**config.mk**
```make
export PLATFORM = sky130hd
export DESIGN_NAME = serial_pattern_tx
export DESIGN_NICKNAME = d
export VERILOG_FILES = /design/src/rtl/serial_pattern_pkg.sv /design/src/rtl/seq_flag_model.sv /design/src/rtl/serial_pattern_tx.sv
export SDC_FILE = /design/constraint.sdc
export NUM_CORES = 1
export LEC_CHECK = 0
export CORE_ASPECT_RATIO = 1.25
export CORE_UTILIZATION = 35
export CTS_CLUSTER_SIZE = 14
export DETAILED_ROUTE_END_ITERATION = 16
export GPL_TIMING_DRIVEN = 0
export PLACE_DENSITY = 0.59
export SLEW_MARGIN = 5
export SYNTH_ARGS = -nofsm -noshare
export SYNTH_HDL_FRONTEND = slang
export SYNTH_SLANG_ARGS = --single-unit
```
**constraint.sdc**
```tcl
create_clock -name clk -period 5.08 [get_ports clk]
set_clock_uncertainty 0.1 [all_clocks]
set_input_delay 1.016 -clock clk [delete_from_list [all_inputs] [get_ports clk]]
set_output_delay 1.016 -clock clk [all_outputs]
set_load 0.02 [all_outputs]
```
**src/rtl/serial_pattern_pkg.sv**
```systemverilog
// Shared types and helpers for the single-wire serial pattern link.
// Holds the transmitter and receiver-model state encodings and the
// width helper used to size the bit/gap counter.
package serial_pattern_pkg;

    typedef enum logic [1:0] {
        IDLE,
        DATA,
        PAR,
        GAP
    } tx_state_t;

    typedef enum logic [2:0] {
        A,
        B,
        C,
        D,
        E,
        F
    } rx_state_t;

    // Counter width needed to count 0..n-1, never less than one bit
    function automatic int cnt_width(input int n);
        if (n < 2) begin
            return 1;
        end
        return $clog2(n);
    endfunction

endpackage

```
**src/rtl/seq_flag_model.sv**
```systemverilog
// Bit-exact copy of the far-end pattern detector. It samples the serial
// line on every clock edge and raises z while the detector sits in E or F,
// so the transmit side can predict the flag the receiver will report.
module seq_flag_model (
    input  logic clk,
    input  logic reset,
    input  logic w,
    output logic z
);
    import serial_pattern_pkg::*;

    rx_state_t state;
    rx_state_t nxt;

    // Detector transition table: the next state depends on the current state and the line bit
    always_comb begin
        nxt = A;
        case (state)
            A:       nxt = w ? B : A;
            B:       nxt = w ? C : D;
            C:       nxt = w ? E : D;
            D:       nxt = w ? F : A;
            E:       nxt = w ? E : D;
            F:       nxt = w ? C : D;
            default: nxt = A;
        endcase
    end

    // Advance the detector and register the flag straight from the next state
    always_ff @(posedge clk) begin
        if (reset) begin
            state <= A;
            z     <= 1'b0;
        end else begin
            state <= nxt;
            z     <= (nxt == E) || (nxt == F);
        end
    end

endmodule

```
**src/rtl/serial_pattern_tx.sv**
```systemverilog
// Transmit side of the single-wire serial pattern link.
// Words arrive on a valid/ready handshake, go out MSB-first on w one bit per
// clock, and are followed by GAP idle-zero bits. A model of the far-end
// detector predicts the receiver flag (z_pred), and flag_count accumulates
// the number of flagged cycles, saturating at all-ones.
// Build option: define PARITY_EN to append one even-parity bit after data[0].
module serial_pattern_tx #(
    parameter int WIDTH = 8,
    parameter int GAP   = 2,
    parameter int CNT_W = 16
) (
    input  logic             clk,
    input  logic             reset,
    input  logic             in_valid,
    output logic             in_ready,
    input  logic [WIDTH-1:0] in_data,
    output logic             w,
    output logic             busy,
    output logic             z_pred,
    output logic [CNT_W-1:0] flag_count
);
    import serial_pattern_pkg::*;

    localparam int CW = cnt_width((WIDTH > GAP) ? WIDTH : GAP);
    localparam logic [CW-1:0] LAST_DATA = CW'(WIDTH - 1);
    localparam logic [CW-1:0] LAST_GAP  = CW'((GAP > 0) ? GAP - 1 : 0);

    tx_state_t        state;
    logic [WIDTH-1:0] shreg;
    logic [CW-1:0]    cnt;
    logic             last_bit;
    logic             accept;
`ifdef PARITY_EN
    logic             par_bit;
`endif

    // Flag the final bit cycle of a word so the next word can follow without a bubble
    always_comb begin
        last_bit = 1'b0;
        case (state)
`ifdef PARITY_EN
            PAR:                   last_bit = (GAP == 0);
`else
            DATA:                  last_bit = (cnt == LAST_DATA) && (GAP == 0);
`endif
            serial_pattern_pkg::GAP: last_bit = (cnt == LAST_GAP);
            default:               last_bit = 1'b0;
        endcase
    end

    assign in_ready = !reset && ((state == IDLE) || last_bit);
    assign accept   = in_valid && in_ready;

    // Transmit FSM: loads a word on accept, shifts data out, then parity and gap bits
    always_ff @(posedge clk) begin
        if (reset) begin
            state   <= IDLE;
            w       <= 1'b0;
            busy    <= 1'b0;
            shreg   <= '0;
            cnt     <= '0;
`ifdef PARITY_EN
            par_bit <= 1'b0;
`endif
        end else if ((state == IDLE) || last_bit) begin
            if (accept) begin
                state   <= DATA;
                w       <= in_data[WIDTH-1];
                busy    <= 1'b1;
                shreg   <= {in_data[WIDTH-2:0], 1'b0};
                cnt     <= '0;
`ifdef PARITY_EN
                par_bit <= ^in_data;
`endif
            end else begin
                state <= IDLE;
                w     <= 1'b0;
                busy  <= 1'b0;
            end
        end else begin
            case (state)
                DATA: begin
                    if (cnt != LAST_DATA) begin
                        w     <= shreg[WIDTH-1];
                        shreg <= {shreg[WIDTH-2:0], 1'b0};
                        cnt   <= cnt + CW'(1);
                    end else begin
`ifdef PARITY_EN
                        state <= PAR;
                        w     <= par_bit;
`else
                        state <= serial_pattern_pkg::GAP;
                        w     <= 1'b0;
                        cnt   <= '0;
`endif
                    end
                end
`ifdef PARITY_EN
                PAR: begin
                    state <= serial_pattern_pkg::GAP;
                    w     <= 1'b0;
                    cnt   <= '0;
                end
`endif
                serial_pattern_pkg::GAP: begin
                    cnt <= cnt + CW'(1);
                end
                default: begin
                    state <= IDLE;
                    w     <= 1'b0;
                    busy  <= 1'b0;
                end
            endcase
        end
    end

    seq_flag_model u_model (
        .clk   (clk),
        .reset (reset),
        .w     (w),
        .z     (z_pred)
    );

    // Count flagged cycles, holding at all-ones once saturated
    always_ff @(posedge clk) begin
        if (reset) begin
            flag_count <= '0;
        end else if (z_pred && (flag_count != '1)) begin
            flag_count <= flag_count + CNT_W'(1);
        end
    end

endmodule

```
After elaboration in Yosys (flattened, before gate mapping):

Cells that the tools add are included.

* logic and storage cells: 68
* register bits: 35
* input port bits: 11
* output and inout bits: 20

* eq/ne operators: 16
* add/subtract/negate cells: 2
* reductions and logical operators: 17
* mux-type cells: 25

Operators by type and width (number)
* $mux W8: 4
* $add A16 B1 Y16 const B: 1
* $ne A16 B16 Y1 const B: 1
* $mux W3: 5
* $eq A3 B3 Y1 const B: 4
* $pmux W3 S4: 1
* $mux W1: 10
* $eq A3 B1 Y1 const B: 2
* $eq A3 B2 Y1 const B: 2
* $ne A3 B3 Y1 const B: 2
* $pmux W3 S2: 1
* $reduce_or A2 Y1: 3
* $mux W2: 2
* $ne A2 B2 Y1 const B: 2
* $pmux W2 S2: 1
* $reduce_and A2 Y1: 2
* $reduce_bool A2 Y1: 2
* $add A3 B1 Y3 const B: 1
* $logic_and A1 B1 Y1: 3
* $logic_not A3 Y1: 1
* $reduce_and A3 Y1: 1
* $reduce_bool A3 Y1: 1
* $eq A2 B1 Y1 const B: 1
* $eq A2 B2 Y1 const B: 1
* other kinds (5): 6

Depth between registers and ports, before layout:

Gate-level depths: netlist (run 1).

* depth after elaboration: 7
* gate-level depth with buffers: 9
* mapped depth without buffers: 6

Hierarchy:

From an unflattened synthesis (run 1), not the netlist that was laid out.

* cells, all modules: 195
* area, all modules: 1749.2 sq um

By module, submodules not included
* serial_pattern_tx: instances 1, cells an instance 175, area an instance 1566.5 sq um, seq. area each 600.6 sq um
* seq_flag_model: instances 1, cells an instance 20, area an instance 182.7 sq um, seq. area each 80.1 sq um

Least setup slack after synthesis (run 1):

OpenSTA, ideal clock, no wires.

* path type: input -> output
* from: input port reset
* to: output port in_ready
* cell stages on the path: 4
* data arrival time: 1.743 ns
* path buffers: 2
* path slack: 2.221 ns
* required time: 3.964 ns
* path through: buf_6 inv_1 clkbuf_1 and2_1

* longest elaborated chain between the ends: 2

RTL lines
* start: declaration: RTL line serial_pattern_tx.sv:13 `input logic reset,`
* $logic_not A1 Y1: RTL line serial_pattern_tx.sv:51 `assign in_ready = !reset && ((state == IDLE) || last_bit);`
* $logic_and A1 B1 Y1: RTL line serial_pattern_tx.sv:51
* end: declaration: RTL line serial_pattern_tx.sv:15 `output logic in_ready,`

Every way passes these cells.

Final worst setup path (run 1):

* from: register cnt[0]
* to: output port in_ready

* longest elaborated chain between the ends: 4

RTL lines
* start: declaration: RTL line serial_pattern_tx.sv:30 `logic [CW-1:0] cnt;`
* start signal: assignment: RTL line serial_pattern_tx.sv:86 `cnt <= cnt + CW'(1);`
* start signal: assignment: RTL line serial_pattern_tx.sv:106 `cnt <= cnt + CW'(1);`
* $eq A3 B1 Y1: RTL line serial_pattern_tx.sv:46 `serial_pattern_pkg::GAP: last_bit = (cnt == LAST_GAP);`
* $mux W1: RTL line serial_pattern_tx.sv:40 `case (state)`
* $logic_or A1 B1 Y1: RTL line serial_pattern_tx.sv:51
* $logic_and A1 B1 Y1: RTL line serial_pattern_tx.sv:51

Every way passes these cells.

==> flow_metrics.py, run 1 <==
metrics = {
    "clocking": {
        "cts_buffers": 5,
        "cts_setup_buffers": 0,
        "cts_tree": "yes",
        "clkSinkCount": 34,
        "cts.reportedPaths.clkPinSlew_ns": 0.07,
        "ctsResizeCount": 0,
        "h-tree-depth": 2,
        "clock_path_buffers": 2,
        "ctsHoldBuffers": 0,
        "clock_latency_ns": 0.28,
        "cts_root_buffer": "clkbuf_8",
    },
    "final_layout": {
        "final_core_util_pct": 46.5,
        "multi_input_area_mm2": 0.00100,
        "syn_to_final_growth_pct": 25.8,
        "diodes": 0,
        "fin_area_mm2": 0.00223,
        "layout_commonest_cell": "dfxtp_1",
        "drive_above_1_share_pct": 10.0,
        "regArea_um2": 681,
        "final_cell_mix": "dfxtp_1, clkdlybuf4s50_1, a21oi_1, nor2_1, nand2_1",
        "nFillCells": 479,
        "nets": 253,
    },
    "timing": {
        "period_needed_ns": 3.72,
        "maxSlewViolCount": 0,
        "worstMarginPinSlew_ns": 0.683,
        "final-setup-viol-count": 0,
        "finalSetupTns_ns": 0,
        "rsz0062_at_grt": "false",
        "period_share_pct": 73.1,
        "slew_headroom_pct": 54.1,
        "finalHoldViolCount": 0,
        "fin_ws_ns": 1.36,
        "max_freq_mhz": 269,
    },
    "placed_design": {
        "portBuffers": 29,
        "place_congestion": 0.757,
        "post-place-ws_ns": 1.49,
        "hpwl_um": 2820,
        "place_area_mm2": 0.00214,
    },
    "pwr": {
        "total_power_uw": 563,
        "power_leakage_uw": 0.000820,
        "peakVddDrop_mv": 0.159,
        "power_density_mw_per_mm2": 253,
    },
    "die": {
        "initial_utilization_pct": 36.9,
        "row_count": 28,
        "die_y_um": 81.6,
        "die-area_mm2": 0.00536,
        "top_level_ports": 31,
        "design.core.area_mm2": 0.00480,
        "die_w_um": 65.7,
    },
    "global_routing": {
        "grt_max_degree": 11,
        "grt_pass1_vias": 1461,
        "track_usage_pct": 16.1,
        "grt_overflow": 0,
        "grt_pass1_wl_um": 6640,
        "grt_antenna_before_repair": 0,
    },
    "worst_setup_path": {
        "worstPathRequired_ns": 3.96,
        "arrival_ns": 2.60,
        "crit_path_start_kind": "flop",
        "r2r_slack_ns": 2.76,
        "worstSetupPathType": "reg2out",
        "end_kind": "output port",
        "crit_fanout": 8,
    },
    "yosys": {
        "synth_flop_cell": "dfxtp_1",
        "yosysWarnings": 0,
        "avgSynthCellArea_um2": 8.78,
        "syn_inst": 202,
        "postSynth.asyncResetShare_pct": 0,
        "ys_ff_latch": 34,
        "synth_edf_count": 0,
        "syn-cell-area_mm2": 0.00177,
        "synthesis.nets": 217,
        "synth_cell_type_count": 54,
        "synth-seq-area-share_pct": 38.4,
    },
    "job": {
        "cap_violations": 0,
    },
    "detailed_routing": {
        "drtIter0Drc": 57,
        "drcViolationCount": 0,
        "drt_wl_total_um": 3920,
        "num_vias": 1602,
        "routedWlPerCell_um": 13.1,
        "via_per_inst": 5.36,
        "dr.pass1.iters": 4,
        "final_antenna_net_count": 0,
    },
    "run_status": {
        "outcome": "finished, final reports clean",
    },
    "worst_hold_path": {
        "hold_path.class": "reg2reg",
    },
}
-- Yosys cell counts (3+ instances only) --
cell / n / area [um^2]
inv_1: 5 / 18.8
o31ai_1: 9 / 67.6
nand2_1: 12 / 45.0
mux2i_1: 9 / 90.1
ha_1: 4 / 50.1
and3_1: 3 / 18.8
a21oi_1: 24 / 120
nand4_1: 7 / 43.8
nor2_1: 14 / 52.6
o21ai_0: 8 / 40.0
nor3_1: 5 / 25.0
or3_1: 6 / 37.5
dfxtp_1: 34 / 681
clkbuf_1: 6 / 22.5
nor2b_1: 3 / 18.8
or4_1: 4 / 30.0
nand3_1: 3 / 15.0
-- metal layers --
layer / global-route usage (%) / wire length, um / up-vias
met1: 18.5 / 1850 / 726
met5: 0 / 0 / -
met4: 6.30 / 59 / 0
li1: - / - / 832
met3: 4.03 / 163 / 6
met2: 28.1 / 1850 / 38
-- worst max-delay path, cell delays in order, from the launching register on --
cell,delay [ns]
dfxtp_1,0.38
ha_1,0.18
and3b_1,0.16
clkbuf_1,0.26
a21o_1,0.16
clkbuf_1,0.38
and2_1,0.20
clkdlybuf4s50_1,0.61
-- sequential cells by signal, summed over array words and instances, names as in the netlist --
name           flops
u_model.z          1
flag_count        16
state              2
busy               1
cnt                3
u_model.state      3
shreg              7
w                  1
-- kinds of logic after synthesis --
group / Yosys count / share of synthesized area [%]
adders and majority gates: 4 / 2.82
and+or+nand+nor: 78 / 26.7
xor gates and xnor gates: 1 / 0.494
buffers and inverters: 18 / 5.08
muxes: 11 / 6.35
AOI/OAI and AO/OA: 56 / 20.2
DFF: 34 / 38.4
-- power by group --
group / internal, uW / switching (uW) / leakage [uW]
Combinational: 36.0 / 33.2 / 0.000495
Clock: 109 / 96.0 / 0.0000482
Sequential: 278 / 10.6 / 0.000277
Total: 423 / 140 / 0.000820
-- path summary, 6_finish.rpt --
kind         depth (start not counted)           from            end
max                                  7         cnt[0]       in_ready
min                                  2         cnt[0]         cnt[0]
max reg2reg                          6  flag_count[0]  flag_count[3]
min reg2reg                          2         cnt[0]         cnt[0]
-- per-stage QoR --
| step | hold slack (ns) | cells |
|---|---|---|
| 6_report | 0.393 | 299 |
| 5_1_grt | 0.429 | 299 |
| 3_5_place_dp | 0.383 | 291 |
| 3_3_place_gp | 0.379 | 291 |
| 4_1_cts | 0.398 | 299 |
| 2_1_floorplan | 0.360 | 202 |
-- layout make-up --
cell class	count	area share, %
Timing Repair Buffer	29	13.0
Sequential cell	34	30.5
Buffer	12	3.03
Inverter	6	1.01
Tap cell	60	3.37
Clock inverter	1	0.224
Multi-Input combinational cell	150	44.9
Clock buffer	7	3.87
Power figures use the tool's default switching activity.
==> run 2, diff against run 1 <==
==> constraint.sdc (replaced) <==
create_clock -name clk -period 3.5 [get_ports clk]
set_clock_uncertainty 0.1 [all_clocks]
set_input_delay 0.7 -clock clk [delete_from_list [all_inputs] [get_ports clk]]
set_output_delay 0.7 -clock clk [all_outputs]
set_load 0.02 [all_outputs]
==> run 2 against run 1 <==
Compared with the run above: register-to-register slack got worse by 1.6 ns; non-clock buffer count decreased by 1; total power increased by 45%; critical path depth decreased by 1; clock power increased by 45%; hold slack about the same; combinational power increased by 44%; count of clock-buffer cells in the layout unchanged; worst setup slack got worse by 1.1 ns; final cell count decreased by 0.33%; largest power group unchanged; highest routed layer unchanged.
==> flow_metrics.py, run 2 (synthesis gave the netlist of run 1 again) <==
metrics = {
    "die": {
        "initial_utilization_pct": 36.9,
        "row_count": 28,
        "die_y_um": 81.6,
        "die_w_um": 65.7,
        "top_level_ports": 31,
        "design.core.area_mm2": 0.00480,
        "die-area_mm2": 0.00536,
    },
    "worst_setup_path": {
        "cp_num_buf_inv": 2,
        "worstPathRequired_ns": 2.70,
        "worstSetupPathType": "reg2out",
        "cp_slowest_cell": "clkdlybuf4s50_1",
        "crit_path_start_kind": "flop",
        "end_kind": "output port",
        "arrival_ns": 2.44,
        "worst_path_dominant_cell_family": "buffers and inverters",
        "crit_fanout": 8,
        "cp_cell_sequence": "ha_1 > and3b_1 > clkbuf_1 > a21o_1 > and2_1 > clkdlybuf4s50_1",
        "max_stage_delay_ns": 0.61,
    },
    "placed_design": {
        "portBuffers": 29,
        "hpwl_um": 2820,
        "place_congestion": 0.757,
    },
    "global_routing": {
        "grt_pass1_wl_um": 6640,
        "grt_antenna_before_repair": 0,
        "track_usage_pct": 16.1,
        "grt_pass1_vias": 1461,
        "grt_max_degree": 11,
        "grt_overflow": 0,
    },
    "worst_hold_path": {
        "hold_path.class": "reg2reg",
    },
    "clocking": {
        "clock_latency_ns": 0.28,
        "cts_buffers": 5,
        "clkSinkCount": 34,
        "ctsResizeCount": 0,
        "h-tree-depth": 2,
        "clock_path_buffers": 2,
        "cts_setup_buffers": 0,
        "cts_root_buffer": "clkbuf_8",
        "cts.reportedPaths.clkPinSlew_ns": 0.07,
        "cts_tree": "yes",
    },
    "final_layout": {
        "final_cell_mix": "dfxtp_1, clkdlybuf4s50_1, a21oi_1, nor2_1, nand2_1",
        "syn_to_final_growth_pct": 25.5,
        "drive_above_1_share_pct": 10.1,
        "layout_commonest_cell": "dfxtp_1",
        "diodes": 0,
        "nets": 252,
        "top_register": "flag_count",
        "final_core_util_pct": 46.4,
        "largest_reg_flops": 16,
        "reg_top3": "flag_count x16, shreg x7",
    },
    "detailed_routing": {
        "final_antenna_net_count": 0,
        "num_vias": 1597,
        "dr.pass1.iters": 4,
        "routedWlPerCell_um": 13.1,
        "drt_wl_total_um": 3900,
        "via_per_inst": 5.36,
        "drtIter0Drc": 62,
        "drcViolationCount": 0,
    },
    "pwr": {
        "power_leakage_uw": 0.000819,
        "power_density_mw_per_mm2": 366,
        "peakVddDrop_mv": 0.230,
    },
    "timing": {
        "worstMarginPinSlew_ns": 0.683,
        "maxSlewViolCount": 0,
        "rsz0062_at_grt": "false",
        "period_needed_ns": 3.24,
        "period_share_pct": 92.5,
        "slew_headroom_pct": 54.1,
        "max_freq_mhz": 309,
        "final-setup-viol-count": 0,
        "finalSetupTns_ns": 0,
        "finalHoldViolCount": 0,
    },
    "run_status": {
        "outcome": "finished, final reports clean",
    },
    "job": {
        "cap_violations": 0,
    },
}
-- run 2: metrics by stage --
| stage | std cells | hold WS [ns] | area, um^2 | power (uW) | setup slack, ns |
|---|---|---|---|---|---|
| floorplan | 202 | 0.360 | 1770 | 495 | 1.11 |
| global placement | 291 | 0.379 | 2140 | 527 | 0.387 |
| detailed placement | 291 | 0.383 | 2140 | 528 | 0.403 |
| CTS | 299 | 0.398 | 2230 | 832 | 0.0648 |
| global route | 298 | 0.429 | 2230 | 861 | 0.0957 |
| finish | 298 | 0.393 | 2230 | 816 | 0.262 |
-- run 2: worst paths after layout --
kind	startpoint	endpoint	slack [ns]	depth (start not counted)
hold reg to reg	cnt[0]	cnt[0]	0.39	2
setup reg to reg	flag_count[0]	flag_count[3]	1.18	6
hold / removal	cnt[0]	cnt[0]	0.39	2
setup / recovery	cnt[0]	in_ready	0.26	6
-- run 2: final cells by class --
type                            count  area [um^2]
Fill cell                         481         2570
Multi-Input combinational cell    150         1000
Sequential cell                    34          681
Timing Repair Buffer               29          290
Clock buffer                        7         86.3
Tap cell                           60         75.1
Buffer                             11         63.8
Inverter                            6         22.5
Clock inverter                      1         5.00
-- run 2: timing repair --
action                                  4_1_cts  5_1_grt
endpoints found under the setup margin        0        1
hold endpoints to repair                      0        0
hold buffers                                  0        0
-- run 2: tightest hold or removal path: stages (launching register included) --
cell and delay, ns:
dfxtp_1 0.34, nand2_1 0.06, a21oi_1 0.05
-- run 2: layer usage --
layer  GRT usage, %  vias up  wire (um)
li1               -      829          -
met1           18.5      732       1860
met2           28.1       30       1850
met3           4.03        6        127
met4           6.30        0         59
met5              0        -          0
-- run 2: power breakdown --
group          switching [uW]  leakage [uW]  internal (uW)
clock                     138     0.0000482            159
combinational            47.9      0.000494           52.0
sequential               15.2      0.000277            403
total                     201      0.000819            614
